--- config.mk ---
export PLATFORM = sky130hd
export DESIGN_NAME = capture_sequencer
export DESIGN_NICKNAME = d
export VERILOG_FILES = /design/src/rtl/capture_sequencer.sv
export SDC_FILE = /design/constraint.sdc
export NUM_CORES = 1
export LEC_CHECK = 0
export ABC_CLOCK_PERIOD_IN_PS = 15100
export BUFFER_PORTS_ARGS = -buffer_cell sky130_fd_sc_hd__buf_2
export CELL_PAD_IN_SITES_DETAIL_PLACEMENT = 2
export CELL_PAD_IN_SITES_GLOBAL_PLACEMENT = 2
export CORE_MARGIN = 2
export CORE_UTILIZATION = 42
export CTS_BUF_LIST = sky130_fd_sc_hd__clkbuf_8
export DETAILED_ROUTE_END_ITERATION = 8
export PLACE_DENSITY = 0.84
export SYNTH_ARGS = -nofsm -noshare
export SYNTH_HDL_FRONTEND = slang
export SYNTH_SLANG_ARGS = --single-unit
--- constraint.sdc ---
create_clock -name adc_sampleclk -period 15.1 [get_ports adc_sampleclk]
set_clock_uncertainty 0.2 [all_clocks]
set_input_delay 1.51 -clock adc_sampleclk [delete_from_list [all_inputs] [get_ports adc_sampleclk]]
set_output_delay 1.51 -clock adc_sampleclk [all_outputs]
set_load 0.01 [all_outputs]
--- src/rtl/capture_sequencer.sv ---
// -----------------------------------------------------------------------------
// capture_sequencer
//
// Sequences one ADC capture in the adc_sampleclk domain:
//   arm edge -> presample FILL -> WAIT_TRIG -> OFFSET delay -> CAPTURE window,
//   repeated for multi-segment captures (timed GAP or re-trigger via FILL).
//
// Ports:
//   adc_sampleclk            sole clock, rising edge
//   reset_n                  asynchronous active-low reset
//   arm                      synchronized arm level (rise starts, low aborts)
//   trigger                  single-cycle qualified trigger pulse
//   presamples               samples collected before a trigger is accepted
//   samples                  total samples per segment incl. presamples
//   offset                   cycles between trigger and capture start
//   num_segments             segments per arm (0 behaves as 1)
//   segment_cycles           spacing of segment starts in timed mode
//   segment_cycle_counter_en 1 = timed segments, 0 = trigger per segment
//   fifo_overflow            FIFO overflow flag
//   capture_en               FIFO write-enable window
//   seg_start                pulse on the first capture_en cycle of a segment
//   armed                    high in FILL and WAIT_TRIG
//   capture_done             high in DONE
//   overflow_err             sticky overflow flag, cleared on the next arm edge
//   seg_count                completed segments
//   state_o                  encoded state
// -----------------------------------------------------------------------------
module capture_sequencer #(
  parameter int pSEG_CNT_W = 16,
  parameter int pSEG_CYC_W = 20,
  parameter int pPRE_W     = 15
) (
  input  logic                  adc_sampleclk,
  input  logic                  reset_n,
  input  logic                  arm,
  input  logic                  trigger,
  input  logic [pPRE_W-1:0]     presamples,
  input  logic [31:0]           samples,
  input  logic [31:0]           offset,
  input  logic [pSEG_CNT_W-1:0] num_segments,
  input  logic [pSEG_CYC_W-1:0] segment_cycles,
  input  logic                  segment_cycle_counter_en,
  input  logic                  fifo_overflow,
  output logic                  capture_en,
  output logic                  seg_start,
  output logic                  armed,
  output logic                  capture_done,
  output logic                  overflow_err,
  output logic [pSEG_CNT_W-1:0] seg_count,
  output logic [2:0]            state_o
);

  typedef enum logic [2:0] {
    ST_IDLE      = 3'd0,
    ST_FILL      = 3'd1,
    ST_WAIT_TRIG = 3'd2,
    ST_OFFSET    = 3'd3,
    ST_CAPTURE   = 3'd4,
    ST_GAP       = 3'd5,
    ST_DONE      = 3'd6
  } state_t;

  // Post-trigger length: samples - presamples, never below one sample.
  function automatic logic [31:0] sat_post(input logic [31:0] smp,
                                           input logic [31:0] pre);
    logic signed [32:0] diff;
    diff = $signed({1'b0, smp}) - $signed({1'b0, pre});
    if (diff < 33'sd1) sat_post = 32'd1;
    else               sat_post = diff[31:0];
  endfunction

  // Gap counter value at which the next segment is launched. When the
  // requested spacing cannot fit the window plus one idle cycle, segments
  // run back-to-back with a single GAP cycle.
  function automatic logic [31:0] gap_target(input logic [31:0] seg_cyc,
                                             input logic [31:0] post);
    if (seg_cyc > post) gap_target = seg_cyc - 32'd1;
    else                gap_target = post;
  endfunction

  function automatic logic [pSEG_CNT_W-1:0] seg_floor(input logic [pSEG_CNT_W-1:0] n);
    if (n == '0) seg_floor = {{(pSEG_CNT_W-1){1'b0}}, 1'b1};
    else         seg_floor = n;
  endfunction

  state_t state, next_state;

  logic                  arm_q;
  logic [31:0]           cnt;
  logic [31:0]           gap_cnt;

  logic [31:0]           pre_s;
  logic [31:0]           post_s;
  logic [31:0]           offset_s;
  logic [31:0]           gap_tgt_s;
  logic [pSEG_CNT_W-1:0] nseg_s;
  logic                  timed_s;

  logic [31:0] pre_in;
  logic [31:0] post_in;
  logic [31:0] seg_cyc_in;
  logic        arm_rise, start, active, abort, ovf;
  logic        fill_last, off_last, cap_last, gap_hit, last_seg, seg_done;
  logic        seg_entry, next_cap_en, next_armed;

  assign pre_in     = {{(32-pPRE_W){1'b0}}, presamples};
  assign seg_cyc_in = {{(32-pSEG_CYC_W){1'b0}}, segment_cycles};
  assign post_in    = sat_post(samples, pre_in);

  assign arm_rise = arm & ~arm_q;
  assign start    = (state == ST_IDLE) & arm_rise;
  assign active   = (state == ST_FILL) | (state == ST_WAIT_TRIG) |
                    (state == ST_OFFSET) | (state == ST_CAPTURE) |
                    (state == ST_GAP);
  // DONE also leaves on arm low, so abort covers every non-IDLE state.
  assign abort    = (state != ST_IDLE) & ~arm;
  assign ovf      = active & arm & fifo_overflow;

  // cnt is zero on the first cycle of every state.
  assign fill_last = (pre_s == 32'd0) | (cnt == pre_s - 32'd1);
  assign off_last  = (cnt == offset_s - 32'd1);
  assign cap_last  = (cnt == post_s - 32'd1);
  assign gap_hit   = (gap_cnt == gap_tgt_s);
  assign last_seg  = (({1'b0, seg_count} + 1'b1) == {1'b0, nseg_s});
  assign seg_done  = (state == ST_CAPTURE) & cap_last & ~abort & ~ovf;

  always_comb begin
    next_state = state;
    if (abort) begin
      next_state = ST_IDLE;
    end else if (ovf) begin
      next_state = ST_DONE;
    end else begin
      case (state)
        ST_IDLE:      if (arm_rise) next_state = ST_FILL;
        ST_FILL:      if (fill_last) next_state = ST_WAIT_TRIG;
        ST_WAIT_TRIG: begin
          if (trigger) begin
            if (offset_s == 32'd0) next_state = ST_CAPTURE;
            else                   next_state = ST_OFFSET;
          end
        end
        ST_OFFSET:    if (off_last) next_state = ST_CAPTURE;
        ST_CAPTURE: begin
          if (cap_last) begin
            if (last_seg)     next_state = ST_DONE;
            else if (timed_s) next_state = ST_GAP;
            else              next_state = ST_FILL;
          end
        end
        ST_GAP:       if (gap_hit) next_state = ST_CAPTURE;
        ST_DONE:      next_state = ST_DONE;
        default:      next_state = ST_IDLE;
      endcase
    end
  end

  assign seg_entry   = (next_state == ST_CAPTURE) & (state != ST_CAPTURE);
  assign next_cap_en = (next_state == ST_FILL) | (next_state == ST_WAIT_TRIG) |
                       (next_state == ST_CAPTURE);
  assign next_armed  = (next_state == ST_FILL) | (next_state == ST_WAIT_TRIG);

  // State, counters and registered outputs (outputs decoded from next_state
  // so they line up with the state register)
  always_ff @(posedge adc_sampleclk or negedge reset_n) begin
    if (!reset_n) begin
      state        <= ST_IDLE;
      arm_q        <= 1'b0;
      cnt          <= '0;
      gap_cnt      <= '0;
      seg_count    <= '0;
      overflow_err <= 1'b0;
      capture_en   <= 1'b0;
      seg_start    <= 1'b0;
      armed        <= 1'b0;
      capture_done <= 1'b0;
    end else begin
      state <= next_state;
      arm_q <= arm;

      if ((next_state != state) || (next_state == ST_IDLE) || (next_state == ST_DONE))
        cnt <= '0;
      else
        cnt <= cnt + 32'd1;

      // Gap counter spans the whole segment period, starting at CAPTURE entry.
      if (seg_entry)
        gap_cnt <= '0;
      else if ((state == ST_CAPTURE) || (state == ST_GAP))
        gap_cnt <= gap_cnt + 32'd1;

      if (start)         seg_count <= '0;
      else if (seg_done) seg_count <= seg_count + 1'b1;

      if (start)    overflow_err <= 1'b0;
      else if (ovf) overflow_err <= 1'b1;

      capture_en   <= next_cap_en;
      seg_start    <= seg_entry;
      armed        <= next_armed;
      capture_done <= (next_state == ST_DONE);
    end
  end

  // Settings shadow, frozen at the arm edge
  always_ff @(posedge adc_sampleclk) begin
    if (start) begin
      pre_s     <= pre_in;
      post_s    <= post_in;
      offset_s  <= offset;
      gap_tgt_s <= gap_target(seg_cyc_in, post_in);
      nseg_s    <= seg_floor(num_segments);
      timed_s   <= segment_cycle_counter_en;
    end
  end

  assign state_o = state;

endmodule

==> results.py, run 1 <==
metrics = {
    "die": {
        "row_count": 70,
        "initial_core_util": 0.426,
        "ioPinCount": 145,
        "fp.dieH_um": 196,
        "fp.dieW_um": 196,
        "die-area_mm2": 0.0386,
        "coreArea_mm2": 0.0365,
    },
    "synthesis": {
        "syn_avg_cell_area_um2": 9.15,
        "ys_seq_elements": 217,
        "synth_warnings": 0,
        "syn-num-nets": 1864,
        "yosysUniqueCellTypes": 81,
        "syn_area_mm2": 0.0155,
        "synth_ff_type": "edfxtp_1",
        "syn-instance-count": 1699,
        "async_flop_share": 0.410,
        "synth_edf_count": 128,
        "ys_seq_area_frac": 0.391,
    },
    "drt": {
        "route.antenna.remaining_nets": 0,
        "wl_um": 56400,
        "detail_route.wl_per_cell_um": 24.6,
        "route.detailed.drc": 0,
        "via_per_inst": 6.09,
        "firstDrtPassIters": 5,
        "num_vias": 14000,
        "drt_first_iter_violations": 618,
    },
    "timing": {
        "period_minus_slack_ps": 7310,
        "final-setup-viol-count": 0,
        "rsz0062_at_grt": "false",
        "hold_viol": 0,
        "final.setup.tns_ps": 0,
        "slew_headroom": 0.130,
        "worst_pin_slew_ps": 1300,
        "fin_crit_sh": 0.484,
        "max_clock_freq_mhz": 137,
        "slew_violations": 0,
    },
    "job": {
        "drv_cap": 0,
    },
    "clock_tree": {
        "clk_path_buf_depth": 3,
        "root_buffer": "clkbuf_8",
        "postCtsSetupRepairBufs": 0,
        "clk_pin_slew_ps": 60,
        "ctsResizeCount": 0,
        "cts_hold_buf": 0,
        "numCtsBuffers": 40,
        "clkLatencyLatePin_ps": 590,
        "h-tree-depth": 2,
        "cts.sinks": 217,
        "cts_tree": "yes",
    },
    "grt": {
        "overflow": 0,
        "grt_max_degree": 80,
        "grt_pass1_vias": 15500,
        "grt_pass1_wl_um": 89900,
        "grt_use_total": 0.296,
        "grt_antenna_before_repair": 0,
    },
    "place": {
        "placed_area_mm2": 0.0166,
        "portBuffers": 144,
        "hpwl_um": 43500,
        "gp_congestion": 0.895,
    },
    "pwr": {
        "p_leak_uw": 0.00676,
        "p_sw_frac": 0.378,
        "finalPower_uw": 1890,
        "comb_power_share": 0.288,
        "power_frac_clock": 0.294,
        "switchingPower_uw": 714,
        "power.density_mw_per_mm2": 109,
        "peakVddDrop_uv": 53.5,
        "internal_power_uw": 1180,
        "p_seq_frac": 0.418,
    },
    "final_layout": {
        "finalNetCount": 1963,
        "area_growth_pct": 11.5,
        "fin_area_mm2": 0.0173,
        "drive_gt1_frac": 0.132,
        "final_util": 0.474,
        "fillerInstances": 3984,
        "n_antenna_cell": 0,
    },
    "setup_path": {
        "crit_required_ps": 15180,
        "start_kind": "input pin",
        "arrival_ps": 7400,
        "critPathKind": "input pin to flop",
        "endpoint_kind": "flop",
        "crit_fanout": 12,
    },
    "hold_path": {
        "min_path_type": "flop to flop",
    },
    "status": {
        "status": "finished clean",
    },
}
[path summary, 6_finish.rpt]
kind	startpoint	endpoint	slack, ps	cells past startpoint
max	samples[0]	gap_tgt_s[23]$_DFFE_PP_	7790	28
min	overflow_err$_DFFE_PN0P_	overflow_err$_DFFE_PN0P_	350	2
max reg2reg	post_s[0]$_DFFE_PP_	seg_count[12]$_DFFE_PN0P_	8490	12
min reg2reg	overflow_err$_DFFE_PN0P_	overflow_err$_DFFE_PN0P_	350	2
max in group asynchronous	reset_n	seg_count[7]$_DFFE_PN0P_	12840	2
min in group asynchronous	reset_n	cnt[1]$_DFF_PN0_	610	1
[synthesized netlist by cell type, types with 6 or more instances]
library cell	count	share of area
a211oi_1	11	0.0053
clkbuf_1	91	0.022
mux2_2	7	0.0051
nand3_1	57	0.018
a2111oi_0	7	0.0039
mux2i_1	43	0.028
xnor2_1	150	0.085
nor2b_1	22	0.0089
nor3b_1	6	0.0029
edfxtp_1	128	0.25
nor4b_1	11	0.0062
xor2_1	83	0.047
a21oi_1	43	0.014
nand4_1	50	0.020
a21o_1	15	0.0072
a2111o_1	6	0.0043
inv_1	69	0.017
nand2b_1	28	0.011
o211ai_1	14	0.0068
dfrtp_1	89	0.14
o21ai_1	10	0.0032
a41oi_1	6	0.0034
o21a_1	15	0.0072
and4_1	10	0.0056
nor4_1	54	0.022
or4_1	28	0.014
or3_1	20	0.0081
and3_1	26	0.010
nor2_1	144	0.035
nand4b_1	10	0.0056
a31oi_1	14	0.0056
nor3_1	105	0.034
o21ai_0	49	0.016
and2_1	13	0.0052
or2_2	6	0.0024
ha_1	43	0.035
nand2_1	118	0.028
o31ai_1	15	0.0072
[placed cells by master, fill, tap and decap left out, drive strengths merged, types with 44 or more instances in the layout]
cell type | netlist | layout
nor3 | 105 | 105
dfrtp | 89 | 89
xor2 | 83 | 83
nor2 | 144 | 144
nand2 | 118 | 118
nand4 | 50 | 50
o21ai | 59 | 59
buf | 5 | 153
nor4 | 56 | 56
inv | 71 | 88
nand3 | 57 | 57
clkbuf | 91 | 44
xnor2 | 150 | 150
edfxtp | 128 | 128
[worst max-delay path, cell delays in order]
cell and delay, ps:
buf_2 100, inv_1 50, ha_1 170, inv_1 70
fa_1 400, a21o_1 190, a21oi_1 280, o21ai_0 240
a2111o_1 470, nand3_1 210, nand2_1 110, or3_1 350
xnor2_1 160, a2111oi_0 620, a211oi_1 250, inv_1 150
ha_1 160, nor2b_1 40, o21a_1 160, o21a_1 160
o21a_1 170, o21a_1 160, o211ai_1 160, a211o_1 150
a21oi_1 110, nand4_1 160, a2111o_1 380, o21ai_0 240
[power by group through the flow]
stage                     Combinational [uW]  Clock (uW)  Sequential (uW)
after CTS                                543         569              790
after detailed placement                 538           0              800
after floorplan                          360           0              769
after global placement                   502           0              794
after global routing                     595         595              798
final                                    544         557              790
[logic make-up after synthesis]
| family | Yosys count | share of synthesized area |
|---|---|---|
| flops | 217 | 0.391 |
| mux | 51 | 0.0335 |
| compound gates | 252 | 0.111 |
| simple gates | 733 | 0.254 |
| fa+ha+maj | 44 | 0.0359 |
| xor+xnor | 235 | 0.134 |
| buf+inv | 167 | 0.0406 |
[metal layers]
layer  wire [um]  global-route usage  up-vias
li1            -                   -     6447
met1       24600               0.372     7118
met2       28200               0.527      296
met3        1670              0.0320      106
met4        1960               0.110        0
met5           0                   0        -
[metrics by stage]
step	worst slack [ps]	instances	hold WS, ps
final	7790	2295	350
after global routing	7330	2295	397
after CTS	7900	2295	348
after detailed placement	7320	2224	328
after global placement	7690	2224	316
after floorplan	8350	1699	315
[cell type report]
| type | count | area [um2] | area share |
|---|---|---|---|
| Sequential cell | 217 | 6070 | 0.350 |
| Clock inverter | 27 | 149 | 0.00859 |
| Tap cell | 468 | 586 | 0.0338 |
| Inverter | 71 | 272 | 0.0157 |
| Multi-Input combinational cell | 1315 | 8850 | 0.511 |
| Timing Repair Buffer | 153 | 791 | 0.0456 |
| Clock buffer | 44 | 606 | 0.0350 |
[sequential cells by signal, indices dropped and copies added (netlist names)]
name and flops:
gap_tgt_s 32, offset_s 32, post_s 32, seg_count 16, arm_q 1, timed_s 1, gap_cnt 32, seg_start 1
capture_done 1, capture_en 1, overflow_err 1, state_o 3, cnt 32, pre_s 15, armed 1, nseg_s 16
Note: power is estimated with default switching activity, not from simulation.
==> run 2, diff against run 1 <==
- ABC_CLOCK_PERIOD_IN_PS: 15100 -> 6900
- CORE_UTILIZATION: 42 -> 39
- PLACE_DENSITY: 0.84 -> 0.79
- clock period: 15.1 -> 6.9 ns (I/O delays scaled with it)
==> results.py, run 2 (synthesized netlist as in run 1, its figures left out) <==
metrics = {
    "final_layout": {
        "mostFrequentLayoutCell": "xnor2_1",
        "finalNetCount": 1976,
        "final_util": 0.441,
        "final_cell_mix": "150 x xnor2_1, 144 x nor2_1, 143 x buf_2, 128 x edfxtp_1, 118 x nand2_1",
        "n_antenna_cell": 0,
        "drive_gt1_frac": 0.135,
        "area_growth_pct": 12.3,
    },
    "die": {
        "initial_core_util": 0.393,
        "fp.dieW_um": 204,
        "die-area_mm2": 0.0415,
        "ioPinCount": 145,
        "row_count": 73,
        "coreArea_mm2": 0.0395,
        "fp.dieH_um": 204,
    },
    "setup_path": {
        "crit_path_frequent_cell": "o21a_1",
        "start_kind": "input pin",
        "endpoint_kind": "flop",
        "r2r_start": "offset_s[11]$_DFFE_PP_",
        "crit_required_ps": 7060,
        "critPathKind": "input pin to flop",
        "crit_fanout": 12,
        "worst_r2r_path_depth": 12,
        "timing.rr.end": "gap_cnt[20]$_DFFE_PN0P_",
        "rrSetupSlack_ps": 1030,
        "arrival_ps": 6600,
        "critPathSlowestCell": "a2111o_1",
        "slowest_delay_ps": 590,
    },
    "drt": {
        "num_vias": 13800,
        "route.detailed.drc": 0,
        "via_per_inst": 5.85,
        "firstDrtPassIters": 4,
        "detail_route.wl_per_cell_um": 23.0,
        "wl_um": 54500,
        "route.antenna.remaining_nets": 0,
        "drt_first_iter_violations": 601,
    },
    "grt": {
        "met1_usage": 0.335,
        "use_met3": 0.0284,
        "grt_pass1_wl_um": 85800,
        "grt_max_degree": 80,
        "grt_pass1_vias": 15000,
        "grt_use_total": 0.263,
        "overflow": 0,
        "grt_use_met2": 0.464,
        "grt_antenna_before_repair": 0,
        "grt.busiest_layer": "met2",
    },
    "hold_path": {
        "hold_start": "offset[3]",
        "hold_path_end": "offset_s[3]$_DFFE_PP_",
        "min_path_type": "input pin to flop",
        "hold_depth": 1,
    },
    "timing": {
        "max_clock_freq_mhz": 155,
        "slew_headroom": 0.299,
        "slew_violations": 0,
        "hold_viol": 0,
        "final-setup-viol-count": 0,
        "rsz0062_at_grt": "false",
        "fin_hold_ws_ps": 78.7,
        "worst_pin_slew_ps": 1050,
        "final.setup.tns_ps": 0,
        "period_minus_slack_ps": 6440,
        "fin_crit_sh": 0.933,
    },
    "place": {
        "hpwl_um": 42500,
        "portBuffers": 144,
        "gp_congestion": 0.898,
    },
    "clock_tree": {
        "clkLatencyLatePin_ps": 580,
        "cts.sinks": 217,
        "clk_pin_slew_ps": 70,
        "clk_path_buf_depth": 3,
        "cts_tree": "yes",
        "h-tree-depth": 2,
        "numCtsBuffers": 39,
        "root_buffer": "clkbuf_8",
    },
    "pwr": {
        "p_leak_uw": 0.00681,
        "finalPower_uw": 4060,
        "power.density_mw_per_mm2": 232,
        "peakVddDrop_uv": 119,
    },
    "status": {
        "status": "finished clean",
    },
    "job": {
        "drv_cap": 0,
    },
}
## run 2: repair_timing
action / in CTS / in global routing
endpoints found under the setup margin: 0 / 0
gates resized for setup: 0 / 0
setup buffers: 0 / 0
hold buffers: 1 / 0
endpoints found under the hold margin: 18 / 0
## run 2: stage by stage
step	instance area, um2	worst slack [ps]	cells
final	17500	462	2366
after global routing	17500	139	2366
after global placement	16800	415	2294
after CTS	17500	585	2366
after detailed placement	16800	11.0	2294
after floorplan	15500	970	1699
## run 2: worst max-delay path by stage
stage / start / end / slack, ps / cells after the start
2_1_floorplan: samples[0] / gap_tgt_s[0]$_DFFE_PP_ / 970 / 27
3_3_place_gp: samples[0] / gap_tgt_s[24]$_DFFE_PP_ / 420 / 29
3_5_place_dp: samples[0] / gap_tgt_s[22]$_DFFE_PP_ / 10 / 29
4_1_cts: samples[0] / gap_tgt_s[22]$_DFFE_PP_ / 590 / 29
5_1_grt: samples[0] / gap_tgt_s[22]$_DFFE_PP_ / 140 / 29
6_report: samples[0] / gap_tgt_s[22]$_DFFE_PP_ / 460 / 29
## run 2: worst max-delay path, delay by kind of cell
family          cells  cell delay [ps]
fa+ha+maj           3              770
xor+xnor            1              210
buf+inv             5              520
simple gates        5              920
compound gates     15             3490
## run 2: area by class of cell
class                           instances  area, um2
Clock buffer                           41        564
Multi-Input combinational cell       1315       8850
Tap cell                              525        657
Sequential cell                       217       6070
Clock inverter                         30        125
Fill cell                            4381      22100
Inverter                               71        272
Timing Repair Buffer                  167        911
## run 2: report_power, final
part,internal (uW),total [uW],switching [uW]
Sequential,1560,1720,161
Combinational,413,1220,802
Clock,551,1120,572
Total,2520,4060,1540
## run 2: layer usage
layer  vias up  wire, um
met3        94      1600
li1       6443         -
met5         -         0
met2       246     27100
met4         0      1690
met1      7049     24200
==> run 3, diff against run 2 <==
- ABC_CLOCK_PERIOD_IN_PS: 6900 -> 7200
- CTS_CLUSTER_DIAMETER: not set -> 50
- clock period: 6.9 -> 7.2 ns (I/O delays scaled with it)
==> results.py, run 3 (synthesized netlist as in run 1, its figures left out) <==
metrics = {
    "setup_path": {
        "start_kind": "input pin",
        "crit_fanout": 12,
        "crit_path_frequent_cell": "o21a_1",
        "slowest_delay_ps": 570,
        "crit_required_ps": 7380,
        "critPathKind": "input pin to flop",
        "arrival_ps": 6660,
        "rrSetupSlack_ps": 1190,
        "critPathSlowestCell": "a2111o_1",
        "endpoint_kind": "flop",
    },
    "drt": {
        "route.detailed.drc": 0,
        "detail_route.wl_per_cell_um": 23.1,
        "wl_um": 54500,
        "route.antenna.remaining_nets": 0,
        "drt_first_iter_violations": 735,
        "num_vias": 13800,
        "via_per_inst": 5.82,
        "firstDrtPassIters": 5,
    },
    "timing": {
        "hold_viol": 0,
        "worst_pin_slew_ps": 1050,
        "rsz0062_at_grt": "false",
        "fin_crit_sh": 0.899,
        "max_clock_freq_mhz": 154,
        "final-setup-viol-count": 0,
        "period_minus_slack_ps": 6480,
        "slew_violations": 0,
        "final.setup.tns_ps": 0,
        "slew_headroom": 0.299,
    },
    "pwr": {
        "p_leak_uw": 0.00684,
        "power.density_mw_per_mm2": 232,
        "peakVddDrop_uv": 118,
    },
    "final_layout": {
        "drive_gt1_frac": 0.140,
        "fin_cells": 2365,
        "fillerInstances": 4349,
        "n_antenna_cell": 0,
        "final_cell_mix": "150 x xnor2_1, 144 x nor2_1, 143 x buf_2, 128 x edfxtp_1, 118 x nand2_1",
        "area_growth_pct": 13.0,
        "mostFrequentLayoutCell": "xnor2_1",
        "finalNetCount": 1973,
    },
    "grt": {
        "grt_antenna_before_repair": 1,
        "overflow": 0,
        "grt_pass1_wl_um": 86900,
        "grt_use_total": 0.266,
        "grt_max_degree": 80,
        "grt_pass1_vias": 15000,
    },
    "place": {
        "portBuffers": 144,
        "hpwl_um": 42300,
        "placed_cells": 2289,
        "gp_congestion": 0.881,
    },
    "die": {
        "fp.dieH_um": 204,
        "row_count": 73,
        "die-area_mm2": 0.0415,
        "coreArea_mm2": 0.0395,
        "fp.dieW_um": 204,
        "ioPinCount": 145,
        "initial_core_util": 0.393,
    },
    "clock_tree": {
        "h-tree-depth": 2,
        "cts.sinks": 217,
        "cts_tree": "yes",
        "postCtsSetupRepairBufs": 0,
        "clk_pin_slew_ps": 60,
        "clkLatencyLatePin_ps": 580,
        "numCtsBuffers": 41,
        "root_buffer": "clkbuf_8",
        "clk_path_buf_depth": 3,
        "ctsResizeCount": 0,
        "cts_hold_buf": 1,
    },
    "status": {
        "status": "finished clean",
    },
    "job": {
        "drv_cap": 0,
    },
    "hold_path": {
        "min_path_type": "input pin to flop",
    },
}
[run 3: cell count changes in the layout (fill, tap and decap cells not counted), moves of 2 or more]
| cell | previous run | this run |
|---|---|---|
| clkinvlp_4 | 0 | 3 |
| bufinv_16 | 0 | 4 |
| clkinv_1 | 9 | 4 |
| clkinv_2 | 4 | 9 |
| inv_1 | 84 | 79 |
| buf_4 | 22 | 18 |
| clkbuf_8 | 41 | 43 |
[run 3: final cells by class]
cell class,count,area (um2),area share
Multi-Input combinational cell,1315,8850,0.504
Sequential cell,217,6070,0.346
Timing Repair Buffer,162,861,0.0490
Tap cell,525,657,0.0374
Clock buffer,43,592,0.0337
Inverter,71,272,0.0155
Clock inverter,32,260,0.0148
[run 3: routing by layer]
metal | vias to the layer above | GRT usage | wire, um
met5 | - | 0 | 0
met2 | 272 | 0.465 | 26900
li1 | 6448 | - | -
met3 | 84 | 0.0294 | 1710
met4 | 0 | 0.0907 | 1800
met1 | 6969 | 0.342 | 24100
[run 3: worst paths after layout]
check / start / endpoint / cells after the start
setup / recovery: samples[0] / gap_tgt_s[31]$_DFFE_PP_ / 29
hold / removal: offset[25] / offset_s[25]$_DFFE_PP_ / 1
setup reg to reg: post_s[0]$_DFFE_PP_ / cnt[16]$_DFF_PN0_ / 16
hold reg to reg: overflow_err$_DFFE_PN0P_ / overflow_err$_DFFE_PN0P_ / 2
max in group asynchronous: reset_n / gap_cnt[6]$_DFFE_PN0P_ / 3
min in group asynchronous: reset_n / cnt[4]$_DFF_PN0_ / 2
[run 3: per-stage QoR]
step / setup WS, ps / utilization / area (um2) / hold WS (ps) / total power, uW
6_report: 725 / 0.444 / 17600 / 112 / 4080
2_1_floorplan: 1240 / - / 15500 / 224 / 2370
5_1_grt: 260 / 0.444 / 17600 / 77.9 / 4290
3_5_place_dp: 243 / 0.422 / 16700 / 331 / 2800
4_1_cts: 795 / 0.444 / 17600 / 71.8 / 4120
3_3_place_gp: 679 / 0.422 / 16700 / 317 / 2740
[run 3: power breakdown]
part / internal (uW) / leakage [uW] / switching, uW / total, uW
clock: 705 / 0.000473 / 582 / 1290
sequential: 1490 / 0.00240 / 165 / 1660
combinational: 383 / 0.00396 / 751 / 1130
[run 3: critical path, delay by kind of cell]
kind / cells / cell delay [ps]
AO/OA/AOI/OAI: 15 / 3550
XOR/XNOR: 1 / 190
AND/OR/NAND/NOR: 5 / 950
buffers and inverters: 5 / 480
adder cells (fa/ha/maj): 3 / 770
